### src/rtl/zxw_panel_pkg.sv
// Shared constants for the front panel: segment table, digit-enable codes and parameter defaults.
package zxw_panel_pkg;

  localparam int unsigned DEBOUNCE_CYCLES_DEF = 4;
  localparam int unsigned SCAN_DIV_DEF        = 4;
  localparam int unsigned CNT_W               = 16;

  localparam logic [6:0] SEG_BLANK = 7'h7F;
  localparam logic [1:0] AN_LOW    = 2'b10;
  localparam logic [1:0] AN_HIGH   = 2'b01;
  localparam logic [1:0] AN_OFF    = 2'b11;

  // Active-low {g,f,e,d,c,b,a}, listed from code F down to code 0
  localparam logic [15:0][6:0] SEG_TABLE = {
    7'h0E, 7'h06, 7'h21, 7'h46, 7'h03, 7'h08, 7'h10, 7'h00,
    7'h78, 7'h02, 7'h12, 7'h19, 7'h30, 7'h24, 7'h79, 7'h40
  };

  function automatic logic [6:0] hex_to_seg(input logic [3:0] nib);
    return SEG_TABLE[nib];
  endfunction

endpackage

### src/rtl/zxw_front_panel_v_debounce.sv
// One-bit input conditioner: two-flop synchronizer followed by a stability counter.
module zxw_debounce_v
  import zxw_panel_pkg::*;
#(
  parameter int unsigned DEBOUNCE_CYCLES = DEBOUNCE_CYCLES_DEF
) (
  input  logic Clock,
  input  logic Reset,
  input  logic raw_i,
  output logic stable_o
);

  logic             sync1_q, sync2_q;
  logic             stable_q, stable_d;
  logic [CNT_W-1:0] cnt_q, cnt_d;

  // Counter runs only while the synchronized level disagrees with the stable level
  always_comb begin
    stable_d = stable_q;
    cnt_d    = '0;
    if (sync2_q != stable_q) begin
      if (cnt_q == CNT_W'(DEBOUNCE_CYCLES - 1)) begin
        stable_d = sync2_q;
      end else begin
        cnt_d = cnt_q + CNT_W'(1);
      end
    end
  end

  always_ff @(posedge Clock or posedge Reset) begin
    if (Reset) begin
      sync1_q  <= 1'b0;
      sync2_q  <= 1'b0;
      stable_q <= 1'b0;
      cnt_q    <= '0;
    end else begin
      sync1_q  <= raw_i;
      sync2_q  <= sync1_q;
      stable_q <= stable_d;
      cnt_q    <= cnt_d;
    end
  end

  assign stable_o = stable_q;

endmodule

### src/rtl/zxw_front_panel_v.sv
// Front panel: debounced switches, pushbutton press pulses and a two-digit multiplexed hex display.
module zxw_front_panel_v
  import zxw_panel_pkg::*;
#(
  parameter int unsigned DEBOUNCE_CYCLES = DEBOUNCE_CYCLES_DEF,
  parameter int unsigned SCAN_DIV        = SCAN_DIV_DEF
) (
  input  logic       Clock,
  input  logic       Reset,
  input  logic [3:0] SW_raw,
  input  logic [3:0] PB_raw,
  input  logic [3:0] DHR_in,
  input  logic [3:0] DLR_in,
  output logic [3:0] SW_out,
  output logic [3:0] PB_out,
  output logic [6:0] Seg_out,
  output logic [1:0] AN_out
);

  logic [7:0] raw_all;
  logic [7:0] stable_all;
  logic [3:0] pb_stable;

  assign raw_all = {PB_raw, SW_raw};

  for (genvar i = 0; i < 8; i++) begin : g_deb
    zxw_debounce_v #(
      .DEBOUNCE_CYCLES(DEBOUNCE_CYCLES)
    ) u_deb (
      .Clock   (Clock),
      .Reset   (Reset),
      .raw_i   (raw_all[i]),
      .stable_o(stable_all[i])
    );
  end

  assign SW_out    = stable_all[3:0];
  assign pb_stable = stable_all[7:4];

  logic [3:0]       pb_prev_q, pb_prev_d;
  logic [3:0]       pb_out_q, pb_out_d;
  logic [CNT_W-1:0] scan_cnt_q, scan_cnt_d;
  logic             digit_sel_q, digit_sel_d;
  logic [6:0]       seg_q, seg_d;
  logic [1:0]       an_q, an_d;

  always_comb begin
    pb_prev_d   = pb_stable;
    pb_out_d    = pb_stable & ~pb_prev_q;
    scan_cnt_d  = scan_cnt_q + CNT_W'(1);
    digit_sel_d = digit_sel_q;
    if (scan_cnt_q == CNT_W'(SCAN_DIV - 1)) begin
      scan_cnt_d  = '0;
      digit_sel_d = ~digit_sel_q;
    end
    // Display output is built from the current digit select, so it lags by one cycle
    an_d  = digit_sel_q ? AN_HIGH : AN_LOW;
    seg_d = hex_to_seg(digit_sel_q ? DHR_in : DLR_in);
  end

  always_ff @(posedge Clock or posedge Reset) begin
    if (Reset) begin
      pb_prev_q   <= '0;
      pb_out_q    <= '0;
      scan_cnt_q  <= '0;
      digit_sel_q <= 1'b0;
      seg_q       <= SEG_BLANK;
      an_q        <= AN_OFF;
    end else begin
      pb_prev_q   <= pb_prev_d;
      pb_out_q    <= pb_out_d;
      scan_cnt_q  <= scan_cnt_d;
      digit_sel_q <= digit_sel_d;
      seg_q       <= seg_d;
      an_q        <= an_d;
    end
  end

  assign PB_out  = pb_out_q;
  assign Seg_out = seg_q;
  assign AN_out  = an_q;

endmodule

### config.mk
export PLATFORM = sky130hd
export DESIGN_NAME = zxw_front_panel_v
export DESIGN_NICKNAME = d
export VERILOG_FILES = /design/src/rtl/zxw_panel_pkg.sv /design/src/rtl/zxw_front_panel_v_debounce.sv /design/src/rtl/zxw_front_panel_v.sv
export SDC_FILE = /design/constraint.sdc
export NUM_CORES = 1
export LEC_CHECK = 0
export CAP_MARGIN = 20
export CORE_MARGIN = 2
export CORE_UTILIZATION = 30
export DETAILED_ROUTE_END_ITERATION = 10
export PLACE_DENSITY = 0.46
export SKIP_LAST_GASP = 1
export SLEW_MARGIN = 20
export SYNTH_ARGS = -nofsm -noshare
export SYNTH_HDL_FRONTEND = slang
export SYNTH_SLANG_ARGS = --single-unit
### constraint.sdc
create_clock -name Clock -period 10 [get_ports Clock]
set_input_delay 1 -clock Clock [delete_from_list [all_inputs] [get_ports Clock]]
set_output_delay 1 -clock Clock [all_outputs]
set_load 0.005 [all_outputs]
# == Word level (Yosys, flattened, before mapping) ==
# Memory sizes are Yosys's and may differ from the RTL's. A register that Yosys moved wholly into a read port is not among the register bits.
# Cells that the tools add are included.
# word_totals
latchBits,0
ff_bits,179
rom_bits,112
ramBits,0
wordCells,94
n_memories,1
# classes
reduce_logical,8
n_mul,0
shift,0
mux,19
bitwise,3
order_cmp,0
n_eq_ne,17
addsub,9
div,0
# mem_list
memory,depth,width,read_ports,rd_clocked_by_memory_dff,write_ports,line_no,rtl
(no name shown),16,7,1,1,0,zxw_panel_pkg.sv:20,return SEG_TABLE[nib];
# ops
operator,n
$mux 16,17
$add 16x1->16 const B,9
$eq 16x2->1 const B,9
$reduce_and 2->1,8
$ne 1x1->1,8
$and 4x4->4,1
$mux 4,1
$not 4->4,1
$mux 2,1
$not 1->1,1

# == Logic depth before layout (Yosys ltp) ==
# Gate-level depths: netlist of run 1.
# depth
word_depth,3
ltp_mapped,7

# == Modules after synthesis ==
# A second synthesis of run 1 with hierarchy kept.
# unflattened
hier_cells,803
hier_area_um2,8808.4
# by_module_without_submodules
module,seq_area_each_um2,cells_per_inst,area_per_inst_um2,instances
zxw_debounce_v,475.5,85,909.6,8
zxw_front_panel_v,862.1,123,1531.5,1

# == Worst setup path after synthesis of run 1 ==
# OpenSTA, ideal clock, no wires.
# synth_path
path_kind,in2reg
from,input port DHR_in[1]
to,"register seg_q[5], in the netlist Seg_out[5]"
t_arrival_ns,2.007
stages,6
path_buffers,0
required_ns,9.921
setup_slack_ns,7.914
cell_sequence,mux2i_1 inv_1 ha_1 nand2_1 o21ai_0 a22o_1
# synth_via
elab_chain_len,1
# synth_rtl
element,line_no,rtl
from (decl),zxw_front_panel_v.sv:12,"input logic [3:0] DHR_in,"
$mux 4,zxw_front_panel_v.sv:58,seg_d = hex_to_seg(digit_sel_q ? DHR_in : DLR_in);
to (decl),zxw_front_panel_v.sv:44,"logic [6:0] seg_q, seg_d;"
# Every way passes these cells.
# A chain may end at the register's enable or synchronous reset.

# == Final worst setup path of run 1 ==
# layout_path
from,"register seg_q[5], in the netlist Seg_out[5]"
to,output port Seg_out[5]
# layout_lines
element,line_no,rtl
to (decl),zxw_front_panel_v.sv:16,"output logic [6:0] Seg_out,"
# No word-level cell between the ends.

==> reports/metrics.csv, run 1 <==
metric,value,unit
outcome,"complete, no violations",
cp-start-kind,flip-flop,
crit_cells,1,
layout-drive-gt1-share,0.0703,
post_cts_buffers,0,
clkTransAtPathRegs,80,ps
hold_depth,0,
fin_crit_sh,0.247,
r2r_cells,5,
synth.distinct_cells,45,
synth-simple-area-share,0.236,
power_density,190,nW/µm²
place_congestion,0.743,
worst_slew_pin_slew,900,ps
cts_tree,built,
num_rows,61,
finalHoldViolCount,0,
crit_buf_inv,1,
path_max_fanout,1,
p_leak,3.96,nW
antenna_found_initial,0,
ys_seq_elements,186,
final.setup.tns,0,ps
synth_area_leaders,"dfrtp_1 (52%), xnor2_1 (9.1%), nor2_1 (5.9%)",
placed_cells,1200,
worstPathArrival,1470,ps
synth_top_family_by_area,simple AND/OR/NAND/NOR gates,
holdBufCountCts,0,
synth_fa_ha_area_frac,0.0221,
drt_iter0_markers,399,
synth_edf_count,0,
wl_per_cell,13.1,µm
synthCells,804,
dpl-instance-area,9220,µm²
hold_path.class,reg2reg,
grt.overflow.total,0,
die_area,29600,µm²
coreArea,27800,µm²
die_w,172,µm
p_sw_frac,0.307,
async_flop_share,1.00,
required,9000,ps
grt_max_degree,128,
drt-pass1-iter-count,5,
layout.cells.non_filler,1232,
cts_buffer_depth,2,
wl,16.1,mm
place_ws,6930,ps
cts_buffers,17,
vias_per_cell,4.62,
grt_pass1_wl,28.0,mm
seq_power_share,0.479,
yosysSeqAreaShare,0.551,
rsz0062_at_grt,no,
track_usage,0.117,
finalSetupViolations,0,
max-cap-violations,0,
place_hpwl,10.3,mm
drc,0,
internal_power,0.00130,W
clk_latency,430,ps
final_area,9830,µm²
initial_core_util,0.305,
slowest_stage,dfstp_2,
pwr-share-clk,0.370,
ant_nets,0,
cts-root-buf,clkbuf_16,
worstSetupEndpointType,output port,
synth_area,8470,µm²
ir_drop,103,µV
synth_area_per_cell,10.5,µm²
nNetsFinal,874,
numClockSinks,186,
synth_xor_area_frac,0.132,
worst-setup-path-type,reg2out,
htree_levels,4,
cts_resized,0,
cpPeakStageDelay,520,ps
max_freq,405,MHz
io_buffers,34,
n_antenna_cell,0,
p_sw,0.000574,W
n_fill_cell,2845,
relSlewSlack,0.400,
synth_commonest_cells,"dfrtp_1 (177), nor2_1 (134), xnor2_1 (88)",
crit_family,flip-flops,
synth_compound_area_frac,0.0201,
yosys_warnings,0,
area_delta_synth_final,15.9,%
drv_slew,0,
synthFlopType,dfrtp_1,
fin_crit,2470,ps
p_comb_frac,0.152,
die_h,172,µm
yosys.area.top_type_share,0.523,
synth_most_common_cell,dfrtp_1,
yosysTopAreaCell,dfrtp_1,
io_pins,35,
grt_pass1_vias,5614,
skew,11.0,ps
via_count,5690,
synth_mux_area_frac,0.0180,
synth_fp_nets,837,
timing.final.ws_setup,7530,ps
cp_cell_sequence,clkdlybuf4s50_1,
## metal layers
metal,up-vias,global-route usage,share of wire,wire [µm]
li1,2867,-,-,-
met3,12,0.0314,0.032,518
met2,63,0.182,0.44,7150
met4,0,0.0307,0.0092,148
met1,2748,0.163,0.51,8280
met5,-,0,0,0
## layout make-up
cell class	count	area [µm²]	share of cell area
sequential	186	4670	0.475
clock inverter	15	179	0.0182
tap	378	473	0.0481
multi-input combinational	575	3630	0.369
inverter	26	105	0.0107
timing repair buffer	35	348	0.0354
clock buffer	17	425	0.0433
## path summary, 6_finish.rpt
path / startpoint / to / slack (ps)
hold reg to reg: g_deb[2].u_deb.sync1_q / g_deb[2].u_deb.sync2_q / 350
setup reg to reg: g_deb[6].u_deb.cnt_q[0] / g_deb[6].u_deb.cnt_q[4] / 8050
hold / removal: g_deb[2].u_deb.sync1_q / g_deb[2].u_deb.sync2_q / 350
setup / recovery: Seg_out[5] / Seg_out[5] / 7530
min in group asynchronous: Reset / g_deb[7].u_deb.cnt_q[8] / 1140
max in group asynchronous: Reset / g_deb[0].u_deb.cnt_q[10] / 7560
## registers in the layout, summed over array words and instances, names as in the netlist
name / flops
g_deb.u_deb.cnt_q: 128
scan_cnt_q: 16
g_deb.u_deb.stable_o: 8
g_deb.u_deb.sync1_q: 8
g_deb.u_deb.sync2_q: 8
Seg_out: 7
PB_out: 4
pb_prev_q: 4
AN_out: 2
digit_sel_q: 1
## through the flow
step                      hold WS, ps   util  power [W]
after CTS                         347  0.354    0.00191
after global placement            333  0.332    0.00121
after detailed placement          335  0.332    0.00120
final                             346  0.354    0.00187
after floorplan                   331      -    0.00110
after global routing              358  0.354    0.00199
## power groups by stage
stage               logic [W]  clock network (W)  registers, W
floorplan            0.000207                  0      0.000891
global placement     0.000296                  0      0.000910
detailed placement   0.000293                  0      0.000910
CTS                  0.000295           0.000723      0.000896
global route         0.000327           0.000754      0.000909
finish               0.000284           0.000691      0.000896
## cells by family (layout without fill, tap and decap cells)
| logic type | count (synthesis) | count (layout) |
|---|---|---|
| and+or+nand+nor | 393 | 393 |
| buffers and inverters | 43 | 93 |
| adders and majority gates | 15 | 15 |
| AOI/OAI and AO/OA | 25 | 25 |
| xor gates and xnor gates | 128 | 128 |
| muxes | 14 | 14 |
| DFF | 186 | 186 |
## layout by cell type (no fill, tap or decap), types with 3 or more instances in the layout
master / instances
dfrtp_1: 177
nor2_1: 134
xnor2_1: 88
nand3_1: 48
nor4_1: 40
xor2_1: 40
nand2_1: 39
nand4_1: 37
nor3_1: 36
clkdlybuf4s50_1: 34
inv_1: 25
and3_1: 20
clkbuf_16: 17
ha_1: 15
mux2_2: 10
dfstp_2: 9
nor4b_1: 9
a21oi_1: 8
and4_1: 7
o31ai_1: 6
nor2b_1: 5
or4_1: 5
inv_8: 5
mux2i_1: 4
clkinv_8: 3
(Power assumes the default switching activity.)
==> inputs of run 2 (changes only) <==
==> constraint.sdc (replaced) <==
create_clock -name Clock -period 2.4 [get_ports Clock]
set_input_delay 0.24 -clock Clock [delete_from_list [all_inputs] [get_ports Clock]]
set_output_delay 0.24 -clock Clock [all_outputs]
set_load 0.005 [all_outputs]
==> run 2 against run 1 <==
Compared with the run above:
- hold slack got worse by 120 ps
- first-iteration DRC count decreased by 29%
- sequential power increased to 4.2 times the previous value
- setup slack got worse by 7100 ps
- non-clock buffer count increased by 5
- largest cell class unchanged
- critical path depth increased by 4
- total power increased to 4.1 times the previous value
==> reports/metrics.csv, run 2 (synthesis results as in run 1) <==
metric,value,unit,change
outcome,"complete, no violations",,
internal_power,0.00544,W,+320%
skew,12.4,ps,+1.35 ps
cts_tree,built,,
ir_drop,447,µV,+330%
drt_iter0_markers,285,,-29%
finalSetupViolations,0,,unchanged
placed_cells,1205,,+0.42%
r2r_start,g_deb[4].u_deb.cnt_q[0],,
path_max_fanout,15,,+14
cts_buffers,17,,unchanged
cts_resized,0,,unchanged
cts_buffer_depth,2,,unchanged
htree_levels,4,,unchanged
wl_per_cell,12.5,µm,-4.6%
wl,15.4,mm,-4.2%
worst_slew_pin_slew,613,ps,-287 ps
fin_crit_sh,0.805,,
rsz0062_at_grt,no,,
timing.final.ws_setup,468,ps,-7060 ps
rrSetupSlack,470,ps,-7580 ps
die_h,172,µm,unchanged
io_pins,35,,unchanged
num_rows,61,,unchanged
grt_max_degree,46,,-64%
drc,0,,unchanged
seq_power_share,0.482,,+0.003
grt_pass1_wl,28.2,mm,+0.81%
n_antenna_cell,0,,unchanged
cp-start-kind,flip-flop,,
vias_per_cell,4.60,,-0.42%
coreArea,27800,µm²,unchanged
reg2reg_to,g_deb[4].u_deb.cnt_q[8],,
holdWs,230,ps,-116 ps
io_buffers,34,,unchanged
die_w,172,µm,unchanged
pwr-share-clk,0.364,,-0.006
antenna_found_initial,0,,unchanged
clk_latency,430,ps,about the same
drt-pass1-iter-count,4,,-1
drv_slew,0,,unchanged
relSlewSlack,0.590,,+0.190
slowest_stage,nand2_1,,
holdBufCountCts,0,,unchanged
worstSetupEndpointType,flip-flop,,
power_density,781,nW/µm²,+310%
worstPathArrival,2220,ps,+750 ps
p_comb_frac,0.153,,about the same
ant_nets,0,,unchanged
clkTransAtPathRegs,70,ps,about the same
place_congestion,0.767,,+3.2%
cpPeakStageDelay,450,ps,-70 ps
fin_crit,1930,ps,
reg_top3,"g_deb.u_deb.cnt_q: 128 flops, scan_cnt_q: 16 flops",,
numClockSinks,186,,unchanged
max_freq,518,MHz,
finalHoldViolCount,0,,unchanged
post_cts_buffers,0,,unchanged
layout.cells.non_filler,1237,,+0.41%
place_hpwl,10.1,mm,-1.8%
max-cap-violations,0,,unchanged
p_sw,0.00228,W,+300%
critPathLaunch,g_deb[4].u_deb.cnt_q[0],,
die_area,29600,µm²,unchanged
p_leak,3.99,nW,+0.93%
cp_cell_sequence,"ha_1, nor4b_1, nand4_1, nand2_1, nor2_1",,
place_ws,446,ps,-6480 ps
grt.overflow.total,0,,unchanged
track_usage,0.117,,-0.000905
area_delta_synth_final,16.7,%,
largest_register,g_deb.u_deb.cnt_q,,
worst-setup-path-type,reg2reg,,
required,2690,ps,-6310 ps
nNetsFinal,879,,+0.57%
cts-root-buf,clkbuf_16,,
final_common_cell,dfrtp_1,,
largest_register_ffs,128,,unchanged
r2r_cells,5,,unchanged
finalPower,0.00772,W,+310%
layout-drive-gt1-share,0.0757,,+0.00541
hold_path.class,in2async,,
grt_pass1_vias,5921,,+5.5%
p_sw_frac,0.295,,-0.0119
via_count,5689,,-0.018%
mostFrequentLayoutCells,"dfrtp_1 (177), nor2_1 (134), xnor2_1 (88), nand3_1 (48)",,
initial_core_util,0.305,,unchanged
-- run 2: changes by cell type in the layout (fill, tap and decap cells not counted) --
cell      change
clkinv_8      -3
buf_4         +1
inv_8         -2
clkinv_2      +2
inv_6         +2
buf_12        +4
clkinv_4      -1
clkbuf_8      +2
-- run 2: critical path, delay by kind of cell, from the launching register on --
kind,cells,cell delay [ps]
simple gates,4,1050
flops,1,440
fa+ha+maj,1,300
-- run 2: stage by stage --
step	setup TNS [ps]	cell area, µm²	utilization
floorplan	-39850	8480	-
global placement	0	9310	0.335
detailed placement	0	9310	0.335
CTS	0	9890	0.356
global route	0	9890	0.356
finish	0	9890	0.356
-- run 2: power groups by stage --
stage | combinational, W | clock, W | sequential (W)
2_1_floorplan | 0.000864 | 0 | 0.00371
3_3_place_gp | 0.00123 | 0 | 0.00378
3_5_place_dp | 0.00122 | 0 | 0.00378
4_1_cts | 0.00123 | 0.00293 | 0.00373
5_1_grt | 0.00138 | 0.00307 | 0.00378
6_report | 0.00118 | 0.00281 | 0.00372
-- run 2: final cells by class --
type	instances	area, µm²
clock buffers	19	453
clock inverters	13	130
fillers	2840	17900
inverters	26	101
multi-input cells	575	3630
flip-flops and latches	186	4670
well taps	378	473
repair buffers	40	435
-- run 2: worst max-delay path by stage --
stage	end	slack, ps	cells past startpoint
final	g_deb[4].u_deb.cnt_q[8]	470	5
after global routing	g_deb[4].u_deb.cnt_q[8]	210	5
after CTS	g_deb[4].u_deb.cnt_q[8]	420	5
after detailed placement	g_deb[4].u_deb.cnt_q[8]	450	5
after global placement	g_deb[4].u_deb.cnt_q[8]	450	5
after floorplan	PB_out[0]	-230	1
-- run 2: layer usage --
| layer | GRT usage | wire length [µm] | share of wire |
|---|---|---|---|
| met3 | 0.0309 | 603 | 0.039 |
| met2 | 0.189 | 6930 | 0.45 |
| met1 | 0.152 | 7700 | 0.50 |
| met5 | 0 | 0 | 0 |
| met4 | 0.0391 | 189 | 0.012 |
==> inputs of run 3 (changes only) <==
--- a/config.mk
+++ b/config.mk
@@ -9,7 +9,7 @@
 export CORE_MARGIN = 2
 export CORE_UTILIZATION = 30
 export DETAILED_ROUTE_END_ITERATION = 10
-export PLACE_DENSITY = 0.46
+export PLACE_DENSITY = 0.48
 export SKIP_LAST_GASP = 1
 export SLEW_MARGIN = 20
 export SYNTH_ARGS = -nofsm -noshare
==> constraint.sdc (replaced) <==
create_clock -name Clock -period 1.7 [get_ports Clock]
set_input_delay 0.17 -clock Clock [delete_from_list [all_inputs] [get_ports Clock]]
set_output_delay 0.17 -clock Clock [all_outputs]
set_load 0.005 [all_outputs]
==> run 3 against run 2 <==
Compared with the run above:
- register-to-register slack lost 350 ps
- critical path depth shrank 4
- sequential share of layout area shrank 1.9 points
- sequential cell count is the same
- sequential power grew 41%
- critical endpoint is now Seg_out[6]
- largest cell class unchanged
- highest routed layer unchanged
==> reports/metrics.csv, run 3 (synthesis results as in run 1) <==
metric,value,unit,change
crit_buf_inv,1,,+1
max_freq,611,MHz,
cts_buffer_depth,2,,unchanged
track_usage,0.118,,+0.00119
clkTransAtPathRegs,70,ps,about the same
ant_nets,0,,unchanged
area_delta_synth_final,21.7,%,
wl_per_cell,12.4,µm,-0.27%
path_max_fanout,1,,-14
fin_crit,1640,ps,
n_fill_cell,2771,,-2.4%
clk_latency,420,ps,about the same
r2r_start,g_deb[4].u_deb.cnt_q[2],,
fin_util,0.371,,+0.0152
num_rows,61,,unchanged
rrSetupSlack,120,ps,-350 ps
drv_slew,0,,unchanged
outcome,"complete, no violations",,
io_pins,35,,unchanged
htree_levels,4,,unchanged
largest_register_ffs,128,,unchanged
drc,0,,unchanged
die_h,172,µm,unchanged
reg2reg_to,g_deb[4].u_deb.cnt_q[15],,
cts-root-buf,clkbuf_16,,
via_count,5831,,+2.5%
cp_cell_sequence,clkdlybuf4s50_1,,
regArea,4670,µm²,unchanged
crit_family,flip-flops,,
die_w,172,µm,unchanged
grt_max_degree,49,,+6.5%
skew,9.64,ps,-2.72 ps
slowest_stage,dfstp_2,,
drt_iter0_markers,256,,-10%
final_common_cell,dfrtp_1,,
cpPeakStageDelay,540,ps,+90 ps
reg_top3,"g_deb.u_deb.cnt_q: 128 flops, scan_cnt_q: 16 flops",,
vias_per_cell,4.55,,-1.0%
required,1530,ps,-1160 ps
mostFrequentLayoutCells,"dfrtp_1 (177), nor2_1 (134), xnor2_1 (88), nand3_1 (47), buf_4 (45)",,
cts_buffers,17,,unchanged
nNetsFinal,923,,+5.0%
placed_cells,1248,,+3.6%
ir_drop,566,µV,+27%
max-cap-violations,0,,unchanged
antenna_found_initial,0,,unchanged
place_congestion,0.772,,+0.64%
worstSetupEndpointType,output port,,
n_antenna_cell,0,,unchanged
multiInputGateArea,3690,µm²,+1.8%
cp-start-kind,flip-flop,,
hold_path.class,in2async,,
coreArea,27800,µm²,unchanged
fin_crit_sh,0.963,,
grt.overflow.total,0,,unchanged
relSlewSlack,0.752,,+0.162
rsz0062_at_grt,no,,
worstPathArrival,1470,ps,-750 ps
power_density,1100,nW/µm²,+41%
drt-pass1-iter-count,4,,unchanged
finalSetupViolations,0,,unchanged
finalPower,0.0114,W,+47%
worst-setup-path-type,reg2out,,
largest_register,g_deb.u_deb.cnt_q,,
place_hpwl,10.8,mm,+7.0%
finalHoldViolCount,0,,unchanged
grt_pass1_vias,6036,,+1.9%
r2r_cells,4,,-1
layout.cells.non_filler,1281,,+3.6%
numClockSinks,186,,unchanged
die_area,29600,µm²,unchanged
worst_slew_pin_slew,369,ps,-245 ps
io_buffers,34,,unchanged
p_leak,4.22,nW,+5.7%
initial_core_util,0.305,,unchanged
grt_pass1_wl,28.6,mm,+1.1%
wl,15.9,mm,+3.3%
layout-drive-gt1-share,0.134,,+0.0583
cts_tree,built,,
-- run 3: cell count changes in the layout (fill, tap and decap cells not counted), moves of 2 or more --
| cell | previous run | this run |
|---|---|---|
| nor4b_2 | 0 | 6 |
| mux2i_2 | 0 | 2 |
| clkinvlp_4 | 2 | 4 |
| mux2i_1 | 4 | 2 |
| nor4b_1 | 9 | 3 |
| clkinv_2 | 3 | 0 |
| nor4_1 | 40 | 38 |
| nor4_2 | 0 | 2 |
| buf_4 | 2 | 45 |
-- run 3: routing by layer --
layer  GRT usage  vias up  part of all wire
met1       0.153     2802              0.49
met5           0        -                 0
met2       0.195       60              0.46
li1            -     2959                 -
met3      0.0323       10             0.036
met4      0.0289        0             0.010
-- run 3: how the worst max path moves through the flow --
stage | start | endpoint | slack [ps] | depth (start not counted)
2_1_floorplan | Reset | PB_out[0] | -860 | 1
3_3_place_gp | g_deb[6].u_deb.cnt_q[1] | g_deb[6].u_deb.cnt_q[14] | 120 | 5
3_5_place_dp | DHR_in[1] | Seg_out[5] | 100 | 7
4_1_cts | Seg_out[6] | Seg_out[6] | 40 | 1
5_1_grt | g_deb[1].u_deb.cnt_q[0] | g_deb[1].u_deb.cnt_q[10] | 3 | 6
6_report | Seg_out[6] | Seg_out[6] | 60 | 1
-- run 3: power by group --
group / leakage (nW) / total (W) / switching [W] / internal (W)
sequential: 2.48 / 0.00523 / 0.000365 / 0.00486
clock: 0.286 / 0.00399 / 0.00180 / 0.00219
combinational: 1.45 / 0.00214 / 0.00110 / 0.00105
-- run 3: area by class of cell --
type	instances	share of cell area
clock inverter	12	0.0126
multi-input combinational	575	0.358
sequential	186	0.453
clock buffer	20	0.0453
timing repair buffer	84	0.0755
tap	378	0.0459
inverter	26	0.00983
-- run 3: metrics by stage --
| step | hold slack [ps] | setup WS (ps) | setup TNS (ps) | instance area, µm² |
|---|---|---|---|---|
| after global placement | 335 | 118 | 0 | 9650 |
| after global routing | 151 | 2.82 | 0 | 10300 |
| after floorplan | 201 | -855 | -153670 | 8490 |
| after CTS | 151 | 38.2 | 0 | 10200 |
| after detailed placement | 336 | 101 | 0 | 9650 |
| final | 157 | 63.5 | 0 | 10300 |
-- run 3: timing repair --
action,in CTS,in global routing
endpoints found under the setup margin,0,88
resized for setup,0,10
buffers inserted,0,1
hold buffers,0,0
